### src/rtl/clk_div_ratio_ctrl_if.sv
// Ratio-change request channel between a requester and clk_div_ratio_ctrl.
// The requester holds req_valid and req_ratio steady until it sees req_ready.
interface clk_div_ratio_ctrl_if;
   logic       req_valid;
   logic [7:0] req_ratio;
   logic       req_ready;

   modport master (output req_valid, output req_ratio, input req_ready);
   modport slave  (input req_valid, input req_ratio, output req_ready);
endinterface

### src/rtl/clk_div_ratio_ctrl.sv
// Ratio/enable/reset control for the integer clock divider; new ratios are applied only while
// the divider is held in reset. Define CLK_DIV_CTRL_WAIT_LOW_EN to wait for the divided clock low phase.
module clk_div_ratio_ctrl #(
   parameter int unsigned DEFAULT_RATIO = 8,
   parameter int unsigned MAX_RATIO     = 255,
   parameter int unsigned QUIESCE_CYC   = 2,
   parameter int unsigned WAIT_TMO      = 512
) (
   input  logic                       i_ref_clk,
   input  logic                       i_rst,
   input  logic                       i_en,
   input  logic                       i_div_clk,
   clk_div_ratio_ctrl_if.slave        req_if,
   output logic [7:0]                 o_div_ratio,
   output logic                       o_clk_en,
   output logic                       o_div_rst_n,
   output logic                       o_busy,
   output logic                       o_err,
   output logic                       o_done
);

   localparam logic [7:0] DefRatio    = 8'(DEFAULT_RATIO);
   localparam logic [7:0] QuiesceLast = 8'(QUIESCE_CYC - 1);

   typedef enum logic [2:0] {StInit, StIdle, StWaitLow, StQuiesce, StApply} state_e;

   state_e     state_q, state_d;
   logic [7:0] cnt_q, cnt_d;
   logic [7:0] pend_q, pend_d;
   logic [7:0] ratio_q, ratio_d;
   logic       run_en_q, run_en_d;
   logic       rst_n_q, rst_n_d;
   logic       clk_en_q;
   logic       ready_q, busy_q;
   logic       err_q, err_d;
   logic       done_q, done_d;
   logic       req_fire, ratio_ok;

`ifdef CLK_DIV_CTRL_WAIT_LOW_EN
   localparam logic [9:0] TmoLast = 10'(WAIT_TMO - 1);
   logic [9:0] tmo_q, tmo_d;
`else
   logic unused_div_clk;
   assign unused_div_clk = i_div_clk;
`endif

   assign req_fire = req_if.req_valid & ready_q;
   assign ratio_ok = (req_if.req_ratio >= 8'd2) && (32'(req_if.req_ratio) <= MAX_RATIO);

   always_comb begin
      state_d  = state_q;
      cnt_d    = cnt_q;
      pend_d   = pend_q;
      ratio_d  = ratio_q;
      run_en_d = run_en_q;
      rst_n_d  = rst_n_q;
      err_d    = 1'b0;
      done_d   = 1'b0;
`ifdef CLK_DIV_CTRL_WAIT_LOW_EN
      tmo_d    = tmo_q;
`endif
      unique case (state_q)
         StInit: begin
            if (cnt_q == QuiesceLast) begin
               cnt_d    = '0;
               rst_n_d  = 1'b1;
               run_en_d = 1'b1;
               state_d  = StIdle;
            end else if (cnt_q != 8'hff) begin
               cnt_d = cnt_q + 8'd1;
            end
         end
         StIdle: begin
            if (req_fire) begin
               if (!ratio_ok) begin
                  err_d = 1'b1;
               end else if (req_if.req_ratio == ratio_q) begin
                  done_d = 1'b1;
               end else begin
                  pend_d = req_if.req_ratio;
`ifdef CLK_DIV_CTRL_WAIT_LOW_EN
                  tmo_d   = '0;
                  state_d = StWaitLow;
`else
                  cnt_d    = '0;
                  run_en_d = 1'b0;
                  rst_n_d  = 1'b0;
                  state_d  = StQuiesce;
`endif
               end
            end
         end
         StWaitLow: begin
`ifdef CLK_DIV_CTRL_WAIT_LOW_EN
            // A disabled divider has no phase to protect, so leave at once.
            if (!i_div_clk || !clk_en_q || (tmo_q >= TmoLast)) begin
               cnt_d    = '0;
               run_en_d = 1'b0;
               rst_n_d  = 1'b0;
               state_d  = StQuiesce;
            end else if (tmo_q != 10'h3ff) begin
               tmo_d = tmo_q + 10'd1;
            end
`else
            state_d = StIdle;
`endif
         end
         StQuiesce: begin
            if (cnt_q == QuiesceLast) begin
               cnt_d   = '0;
               ratio_d = pend_q;
               state_d = StApply;
            end else if (cnt_q != 8'hff) begin
               cnt_d = cnt_q + 8'd1;
            end
         end
         StApply: begin
            rst_n_d  = 1'b1;
            run_en_d = 1'b1;
            done_d   = 1'b1;
            state_d  = StIdle;
         end
         default: state_d = StInit;
      endcase
   end

   always_ff @(posedge i_ref_clk or posedge i_rst) begin
      if (i_rst) begin
         state_q  <= StInit;
         cnt_q    <= '0;
         pend_q   <= '0;
         ratio_q  <= DefRatio;
         run_en_q <= 1'b0;
         rst_n_q  <= 1'b0;
         clk_en_q <= 1'b0;
         ready_q  <= 1'b0;
         busy_q   <= 1'b1;
         err_q    <= 1'b0;
         done_q   <= 1'b0;
`ifdef CLK_DIV_CTRL_WAIT_LOW_EN
         tmo_q    <= '0;
`endif
      end else begin
         state_q  <= state_d;
         cnt_q    <= cnt_d;
         pend_q   <= pend_d;
         ratio_q  <= ratio_d;
         run_en_q <= run_en_d;
         rst_n_q  <= rst_n_d;
         clk_en_q <= run_en_d & i_en;
         ready_q  <= (state_d == StIdle);
         busy_q   <= (state_d != StIdle);
         err_q    <= err_d;
         done_q   <= done_d;
`ifdef CLK_DIV_CTRL_WAIT_LOW_EN
         tmo_q    <= tmo_d;
`endif
      end
   end

   assign req_if.req_ready = ready_q;
   assign o_div_ratio      = ratio_q;
   assign o_clk_en         = clk_en_q;
   assign o_div_rst_n      = rst_n_q;
   assign o_busy           = busy_q;
   assign o_err            = err_q;
   assign o_done           = done_q;

endmodule
### src/flat_wrapper.sv
// flat-port wrapper written by rule: the top's interface ports become plain ports
module clk_div_ratio_ctrl_flat 
#(
   parameter int unsigned DEFAULT_RATIO = 8,
   parameter int unsigned MAX_RATIO     = 255,
   parameter int unsigned QUIESCE_CYC   = 2,
   parameter int unsigned WAIT_TMO      = 512
)
  (i_ref_clk, i_rst, i_en, i_div_clk, o_div_ratio, o_clk_en, o_div_rst_n, o_busy, o_err, o_done, req_if_req_valid, req_if_req_ratio, req_if_req_ready);
  clk_div_ratio_ctrl_if req_if_i ();
  input  logic i_ref_clk;
  input  logic i_rst;
  input  logic i_en;
  input  logic i_div_clk;
  output logic [7:0] o_div_ratio;
  output logic o_clk_en;
  output logic o_div_rst_n;
  output logic o_busy;
  output logic o_err;
  output logic o_done;
  input wire logic [$bits(req_if_i.req_valid)-1:0] req_if_req_valid;
  input wire logic [$bits(req_if_i.req_ratio)-1:0] req_if_req_ratio;
  output wire logic [$bits(req_if_i.req_ready)-1:0] req_if_req_ready;
  assign req_if_i.req_valid = req_if_req_valid;
  assign req_if_i.req_ratio = req_if_req_ratio;
  assign req_if_req_ready = req_if_i.req_ready;
  clk_div_ratio_ctrl #(.DEFAULT_RATIO(DEFAULT_RATIO), .MAX_RATIO(MAX_RATIO), .QUIESCE_CYC(QUIESCE_CYC), .WAIT_TMO(WAIT_TMO)) u_core (.i_ref_clk(i_ref_clk), .i_rst(i_rst), .i_en(i_en), .i_div_clk(i_div_clk), .req_if(req_if_i), .o_div_ratio(o_div_ratio), .o_clk_en(o_clk_en), .o_div_rst_n(o_div_rst_n), .o_busy(o_busy), .o_err(o_err), .o_done(o_done));
endmodule
### config.mk
export PLATFORM = sky130hd
export DESIGN_NAME = clk_div_ratio_ctrl_flat
export DESIGN_NICKNAME = d
export VERILOG_FILES = /design/src/rtl/clk_div_ratio_ctrl_if.sv /design/src/rtl/clk_div_ratio_ctrl.sv /design/src/flat_wrapper.sv
export SDC_FILE = /design/constraint.sdc
export NUM_CORES = 1
export LEC_CHECK = 0
export ABC_CLOCK_PERIOD_IN_PS = 1500
export BUFFER_PORTS_ARGS = -buffer_cell sky130_fd_sc_hd__buf_2
export CORE_UTILIZATION = 30
export CTS_CLUSTER_DIAMETER = 40
export CTS_CLUSTER_SIZE = 8
export DETAILED_ROUTE_END_ITERATION = 16
export PLACE_DENSITY_LB_ADDON = 0.05
export SYNTH_ARGS = -nofsm -noshare
export SYNTH_HDL_FRONTEND = slang
export SYNTH_SLANG_ARGS = --single-unit
### constraint.sdc
create_clock -name i_ref_clk -period 1.5 [get_ports i_ref_clk]
set_input_delay 0.375 -clock i_ref_clk [delete_from_list [all_inputs] [get_ports i_ref_clk]]
set_output_delay 0.375 -clock i_ref_clk [all_outputs]
set_load 0.005 [all_outputs]
# Word-level counts from Yosys, hierarchy flattened
# Index checks and enable logic that the tools add are counted.
[op_classes] add_sub_neg=1 n_mul=0 div_mod_pow=0 magnitude_cmp=1 eq_ne=14 shifts=0 muxes=29 bitwise_logic=3 n_reduce_logical=9
[op_table] cell="8-bit 2-to-1 mux" n=5
[op_table] cell="8-bit one-hot mux with 2 select lines" n=1
[op_table] cell="3-bit 2-to-1 mux" n=5
[op_table] cell="1-bit 2-to-1 mux" n=14
[op_table] cell="3-bit one-hot mux with 4 select lines" n=1
[op_table] cell="5-bit AND reduction" n=2
[op_table] cell="8-bit by 1-bit adder with 8-bit output (second input constant)" n=1
[op_table] cell="8-bit by 1-bit equality test with 1-bit output (second input constant)" n=1
[op_table] cell="8-bit equality test" n=1
[op_table] cell="8-bit by 2-bit >= comparator with 1-bit output (second input constant)" n=1
[op_table] cell="8-bit inequality test (second input constant)" n=1
[op_table] cell="3-bit by 1-bit equality test with 1-bit output (second input constant)" n=2
[op_table] cell="3-bit by 2-bit equality test with 1-bit output (second input constant)" n=2
[op_table] cell="2-bit by 1-bit inequality test with 1-bit output (second input constant)" n=3
[op_table] cell="3-bit by 1-bit inequality test with 1-bit output (second input constant)" n=2
[op_table] cell="1-bit one-hot mux with 3 select lines" n=2
[op_table] cell="4-bit AND reduction" n=1
[op_table] cell="2-bit OR reduction" n=2
[op_table] cell="3-bit equality test (second input constant)" n=1
[op_table] cell="3-bit zero test" n=1
[op_table] cell="3-bit nonzero test" n=1
[op_table] cell="1-bit bitwise AND" n=2
[op_table] cell="2-bit inequality test (second input constant)" n=1
[op_table] cell="1-bit one-hot mux with 2 select lines" n=1
[op_table] cell="3 further kinds" n=3
[totals] ff_bits=34 latchBits=0 mem_bits_rw=0 mem_bits_ro=0 inputBits=13 out_inout_bits=14 elab_cells=68 memories=0

# Depth between registers and ports, before layout
# Gate-level depths: netlist (run 1).
[depth] ltp_word=6 depth_mapped=7 mapped_depth_nobuf=7

# Worst setup path before layout (run 1)
# No wires, ideal clock.
[synth_path] kind="reg-to-reg" startpoint="reg u_core.ratio_q[3], in the netlist u_core.o_div_ratio[3]" endpoint="reg u_core.pend_q[0]" t_arrival_ps=1543 required_time_ps=1375 path_slack_ps=-169 stages_incl_launch_ff=6 path_buffers=1 synth_period_minus_slack_ps=1669 path_cell_list="dfstp_2 xnor2_1 nand4_1 o21ai_2 buf_6 mux2_4"
[synth_via] elab_chain_len=3
[synth_rtl] item="start, declared" line_no="clk_div_ratio_ctrl.sv:30" source="logic [7:0] ratio_q, ratio_d;"
[synth_rtl] item="start signal, assigned" line_no="clk_div_ratio_ctrl.sv:132" source="ratio_q <= DefRatio;"
[synth_rtl] item="start signal, assigned" line_no="clk_div_ratio_ctrl.sv:147" source="ratio_q <= ratio_d;"
[synth_rtl] item="8-bit equality test" line_no="clk_div_ratio_ctrl.sv:77" source="end else if (req_if.req_ratio == ratio_q) begin"
[synth_rtl] item="1-bit NOT (no source line)"
[synth_rtl] item="4-bit AND reduction (no source line)"
[synth_rtl] item="end signal, assigned" line_no="clk_div_ratio_ctrl.sv:146" source="pend_q <= pend_d;"
[synth_rtl] item="end, declared" line_no="clk_div_ratio_ctrl.sv:29" source="logic [7:0] pend_q, pend_d;"
# No other way between the ends.
# A chain may end at the register's enable or synchronous reset.

# Worst setup path after layout (run 1)
# Ends and elaborated chain as after synthesis.

==> run metrics, run 1 <==
run status finished, violations left; failing checks setup timing; combinational share of power 0.547; Non-Filler Instances 294; total grt overflow 0; Synth Area in XOR/XNOR 0.0518; Sw Pwr 1.74 mW; clk_lat worst skew 0.29 ns; Hold Slack 0.174 ns; WL met1 2040 um; Synth Area in Adders 0.0148; CTS Sinks 34; die area 0.00594 sq mm; vias in the first global route 1378; largest net degree at the start of global routing 35; dominant synthesized flop cell dfrtp_1; Hold Crit Class in2async; port buffer count 25; warnings from Yosys 0; Crit Path Category reg2reg; post-synthesis mux area share 0.127; Util after Layout 0.490; RSZ-0062 raised after global routing yes; VDD IR-drop max 0.000828 V; syn nets 157; cell area after synthesis 0.00169 sq mm; htree depth 2; routed wire length per instance 14.3 um; fin crit period 1.75 ns; most frequent cells in the layout buf_4 (45), dfrtp_1 (29), buf_2 (25); post-DP HPWL 2710 um; DR iter-0 viols 47; Int Pwr 3.28 mW; Post-synth EDFFs 0; PD cells 1950 mW/mm^2; Initial DRT Pass Iterations 4; Cells after Synth 142; Slowest-stage cell, CP dfstp_2; Avg Synthesized Cell Area 11.9 sq um; Critical Path Start Type register; CP cell instances xnor2_2, nand4_1, o21ai_4, buf_6, mux2_4; gpl congestion 0.789; via count 1379; All-Layer GR Usage 0.147; Yosys reg bits 34; commonest non-fill, non-tap cell in the layout buf_4; Core Area 0.00527 sq mm; maximum net fanout on the critical path 6; placed instance count 272; FILL cells 507; Slew @ Worst Pin 0.486 ns; clk root buf clkbuf_8; Die Y-Extent 77.1 um; Final Hold Vio Count 0; top routing layer in use met4; cts bufs inserted 5; Compound-Gate Fraction of Synth Area 0.124; clk_skew 0.00471 ns; WL final 4190 um; Cell Rows 26; final count of negative-setup-slack endpoints 30; largest stage delay on the critical path 0.56 ns; WP data required 1.67 ns; pre-CTS setup slack -0.372 ns; Worst Setup End Kind register; die width 77.1 um; Post-DRT Antenna Nets 0; Max Buffers Root-to-Sink 2; met3 WL 122 um; DRC viols 0; final setup margin -0.248 ns; Via density 4.69; I/O pin count 27; switching part of the total 0.346; first-pass GRT wire length 6690 um; Max Clock Freq 572 MHz; relative slew slack 0.675; NumNets Final 238; post-synth cell types 42; Leak 1.19 nW; Max Transition Viols Final 0; WP buf/inv 1; max cap viols 0; Synth async-reset ratio 1.00; number of hold buffers added after cts 0; final period utilization 1.17; Initial Util 0.321; Synth Area in Simple Gates 0.153; metal2 WL 1960 um; Clock Pin Slew Worst Setup and Hold Paths 0.07 ns; worst path arrival time 1.92 ns; largest family of logic cells by synthesized area simple AND/OR/NAND/NOR gates; initial antenna violation count 0; share of layout cells above drive strength 1 0.621; area grow syn2layout 52.6%; critical path's top delay family flip-flops; Seq/Total Area, Yosys 0.505; CTS tree done; number of antenna diodes 0; clock share of power 0.143; Seq pwr share 0.310
[power groups by stage]
stage	clock network, mW	logic (mW)	registers [mW]
floorplan	0	1.23	1.55
global placement	0	2.05	1.54
detailed placement	0	2.07	1.56
CTS	0.736	2.50	1.55
global route	0.778	2.95	1.60
finish	0.716	2.75	1.56
[path summary, 6_finish.rpt]
path	cells past startpoint	to	slack, ns	from
worst min register to register	1	u_core.o_div_rst_n	0.49	u_core.o_div_rst_n
max in group asynchronous	3	u_core.o_busy	0.98	i_rst
worst max register to register	5	u_core.pend_q[0]	-0.25	u_core.o_div_ratio[3]
worst min-delay path	3	u_core.o_div_ratio[7]	0.17	i_rst
worst max-delay path	5	u_core.pend_q[0]	-0.25	u_core.o_div_ratio[3]
min in group i_ref_clk	2	u_core.o_clk_en	0.31	i_en
[stage by stage]
stage               setup TNS [ns]  power (mW)  area [sq um]
finish                       -4.73        5.02          2580
floorplan                    -1.33        2.78          1740
global route                 -6.92        5.33          2580
global placement             -7.03        3.59          2210
detailed placement           -7.52        3.63          2210
CTS                          -4.71        4.78          2480
[logic make-up (layout without fill, tap and decap cells)]
kind of cell / Yosys count / in the layout
flip-flops: 34 / 34
AO/OA/AOI/OAI: 29 / 29
XOR/XNOR: 10 / 10
multiplexers: 17 / 17
buffers and inverters: 7 / 88
AND/OR/NAND/NOR: 43 / 44
adder cells (fa/ha/maj): 2 / 2
[cells in the mapped netlist (2+ instances only)]
cell       instances  area share
nand3_1            5       0.015
mux2_4             6       0.053
dfrtp_1           32        0.47
ha_1               2       0.015
nor3_1             4       0.012
a21oi_1            7       0.021
a31oi_1            2      0.0074
buf_6              2       0.013
nor2b_1            4       0.015
nand2_1            9       0.020
nand2b_1           2      0.0074
mux2_2            10       0.067
nor2_1             6       0.013
inv_1              4      0.0089
nand4_1            2      0.0074
xnor2_1            9       0.047
dfstp_2            2       0.031
and2_1             2      0.0074
a21o_1             3       0.013
o21bai_1           2      0.0089
and2b_1            2      0.0089
a2bb2oi_1          2       0.010
o21ai_0            4       0.012
[flip-flops by register name (all words and copies together), names as in the netlist]
register and cells:
u_core.o_busy 1, u_core.pend_q 8, u_core.o_err 1, u_core.o_clk_en 1, u_core.o_div_ratio 8, u_core.req_if.req_ready 1
u_core.o_done 1, u_core.cnt_q 8, u_core.o_div_rst_n 1, u_core.run_en_q 1, u_core.state_q 3
[worst register-to-register path: stages (launching register included)]
cell	delay (ns)
dfstp_2	0.56
xnor2_2	0.11
nand4_1	0.21
o21ai_4	0.31
buf_6	0.16
mux2_4	0.29
[routing by layer]
| metal | track usage | up-vias |
|---|---|---|
| li1 | - | 673 |
| met1 | 0.201 | 676 |
| met2 | 0.224 | 23 |
| met3 | 0.0321 | 7 |
| met4 | 0.0585 | 0 |
| met5 | 0 | - |
[repair_timing]
action / in CTS / in global routing
setup buffers: 9 / 6
setup endpoints to repair: 30 / 32
gates resized for setup: 26 / 16
pin swaps: 15 / 10
cloned: 1 / 0
[layout make-up]
cell class | instances | area, sq um | share of cell area
timing repair buffer | 76 | 531 | 0.206
multi-input combinational | 102 | 998 | 0.387
tap | 70 | 87.6 | 0.0339
clock inverter | 1 | 5.00 | 0.00194
clock buffer | 7 | 86.3 | 0.0335
sequential | 34 | 857 | 0.332
inverter | 4 | 15.0 | 0.00582
Note: power is estimated with default switching activity, not from simulation.
==> run 2: changes to the inputs <==
Settings changed: SETUP_SLACK_MARGIN set to 0.02.
==> run metrics, run 2 (synthesis results as in run 1) <==
clk_lat worst skew 0.28 ns (about the same); final count of negative-setup-slack endpoints 29 (-3.3%); placed instance count 270 (-0.74%); cts bufs inserted 5 (unchanged); DRC viols 0 (unchanged); WP data required 1.68 ns (about the same); clk_skew 0.00510 ns (+0.000391 ns); Non-Filler Instances 291 (-1.0%); top routing layer in use met4; metal2 WL 1980 um (+0.66%); Max Transition Viols Final 0 (unchanged); post-DP HPWL 2750 um (+1.3%); die width 77.1 um (unchanged); Clock Pin Slew Worst Setup and Hold Paths 0.07 ns (about the same); gpl congestion 0.767 (-2.7%); Crit Path Category reg2reg; NumNets Final 235 (-1.3%); largest net degree at the start of global routing 35 (unchanged); All-Layer GR Usage 0.146 (-0.000254); Max Clock Freq 565 MHz (-1.2%); Core Area 0.00527 sq mm (unchanged); port buffer count 25 (unchanged); FILL cells 535 (+5.5%); Slew @ Worst Pin 0.440 ns (-0.0462 ns); maximum net fanout on the critical path 5 (-1); relative slew slack 0.707 (+0.0315); area grow syn2layout 53.1%; CTS Sinks 34 (unchanged); htree depth 2 (unchanged); Cell Rows 26 (unchanged); I/O pin count 27 (unchanged); clk root buf clkbuf_8; final period utilization 1.18 (+0.0138); Hold Slack 0.181 ns (+0.00665 ns); failing checks setup timing; number of hold buffers added after cts 0 (unchanged); Reg2Reg Launch Point u_core.state_q[1]; most frequent cells in the layout buf_4 (40), dfrtp_1 (29), buf_2 (25); Initial Util 0.321 (unchanged); die area 0.00594 sq mm (unchanged); Critical Path Start Type register; commonest non-fill, non-tap cell in the layout buf_4; WL met1 2020 um (-0.93%); Final Hold Vio Count 0 (unchanged); area occupied by multi-input gates 0.00101 sq mm (+1.1%); DR iter-0 viols 74 (+57%); Sequential Area 857 sq um (unchanged); final setup margin -0.269 ns (-0.0208 ns); Via density 4.76 (+1.4%); fin crit period 1.77 ns (+0.0208 ns); max cap viols 0 (unchanged); Initial DRT Pass Iterations 4 (unchanged); WL final 4190 um (unchanged); VDD IR-drop max 0.000809 V (-2.3%); Util after Layout 0.491 (+0.00166); routed wire length per instance 14.4 um (+1.0%); Hold Crit Class in2async; met3 WL 130 um (+6.6%); FF-to-FF setup slack -0.27 ns (-0.02 ns); via count 1384 (+0.36%); vias in the first global route 1366 (-0.87%); Worst Setup End Kind register; Max Buffers Root-to-Sink 2 (unchanged); reg2reg path depth 7 (+2); RSZ-0062 raised after global routing yes; Die Y-Extent 77.1 um (unchanged); CTS tree done; Leak 1.19 nW (+0.15%); PD cells 1940 mW/mm^2 (-0.44%); run status finished, violations left; Post-DRT Antenna Nets 0 (unchanged); worst path arrival time 1.95 ns (+0.03 ns); total grt overflow 0 (unchanged); FF-to-FF End u_core.o_clk_en; first-pass GRT wire length 6680 um (-0.21%); share of layout cells above drive strength 1 0.615 (-0.00515); initial antenna violation count 0 (unchanged); number of antenna diodes 0 (unchanged)
run 2: metrics by stage:
step                      setup slack [ns]  TNS [ns]  power [mW]  area [sq um]
after floorplan                     -0.167     -1.33        2.79          1740
after detailed placement            -0.388     -7.91        3.60          2200
after CTS                           -0.236     -4.65        4.84          2490
after global placement              -0.328     -7.02        3.55          2200
final                               -0.269     -4.67        5.02          2590
after global routing                -0.345     -7.31        5.32          2590
run 2: worst max-delay path by stage:
stage / cells past startpoint / start / slack (ns) / to
finish: 7 / u_core.state_q[1] / -0.27 / u_core.o_clk_en
global route: 6 / u_core.o_div_ratio[3] / -0.35 / u_core.pend_q[4]
CTS: 8 / u_core.o_div_ratio[3] / -0.24 / u_core.o_clk_en
detailed placement: 8 / req_if_req_ratio[1] / -0.39 / u_core.o_clk_en
global placement: 7 / req_if_req_ratio[4] / -0.33 / u_core.cnt_q[7]
floorplan: 5 / u_core.o_div_ratio[3] / -0.17 / u_core.pend_q[0]
run 2: layout make-up:
class | count | area share
Timing Repair Buffer | 73 | 0.204
Sequential cell | 34 | 0.331
Multi-Input combinational cell | 102 | 0.390
Clock buffer | 7 | 0.0333
Clock inverter | 1 | 0.00193
Inverter | 4 | 0.00580
Tap cell | 70 | 0.0338
run 2: where the power goes:
group / switching, mW / internal, mW / leakage, nW / total, mW
Sequential: 0.269 / 1.30 / 0.424 / 1.57
Combinational: 1.15 / 1.60 / 0.718 / 2.75
Clock: 0.325 / 0.370 / 0.0482 / 0.695
run 2: timing repair:
action	4_1_cts	5_1_grt
pin swaps	13	6
gates resized for setup	27	20
setup buffers	10	5
gates cloned	1	0
endpoints found under the setup margin	30	32
run 2: per-layer routing:
layer / track usage / vias to the layer above
li1: - / 664
met1: 0.204 / 685
met2: 0.221 / 29
met3: 0.0357 / 6
met4: 0.0509 / 0
met5: 0 / -
run 2: worst max-delay path: stages, from the launching register on:
cell and delay, ns:
dfrtp_1 0.40, nand2b_4 0.16, a2111oi_4 0.37, o21ai_4 0.14
buf_12 0.15, buf_8 0.12, a21o_1 0.18, and2_1 0.15
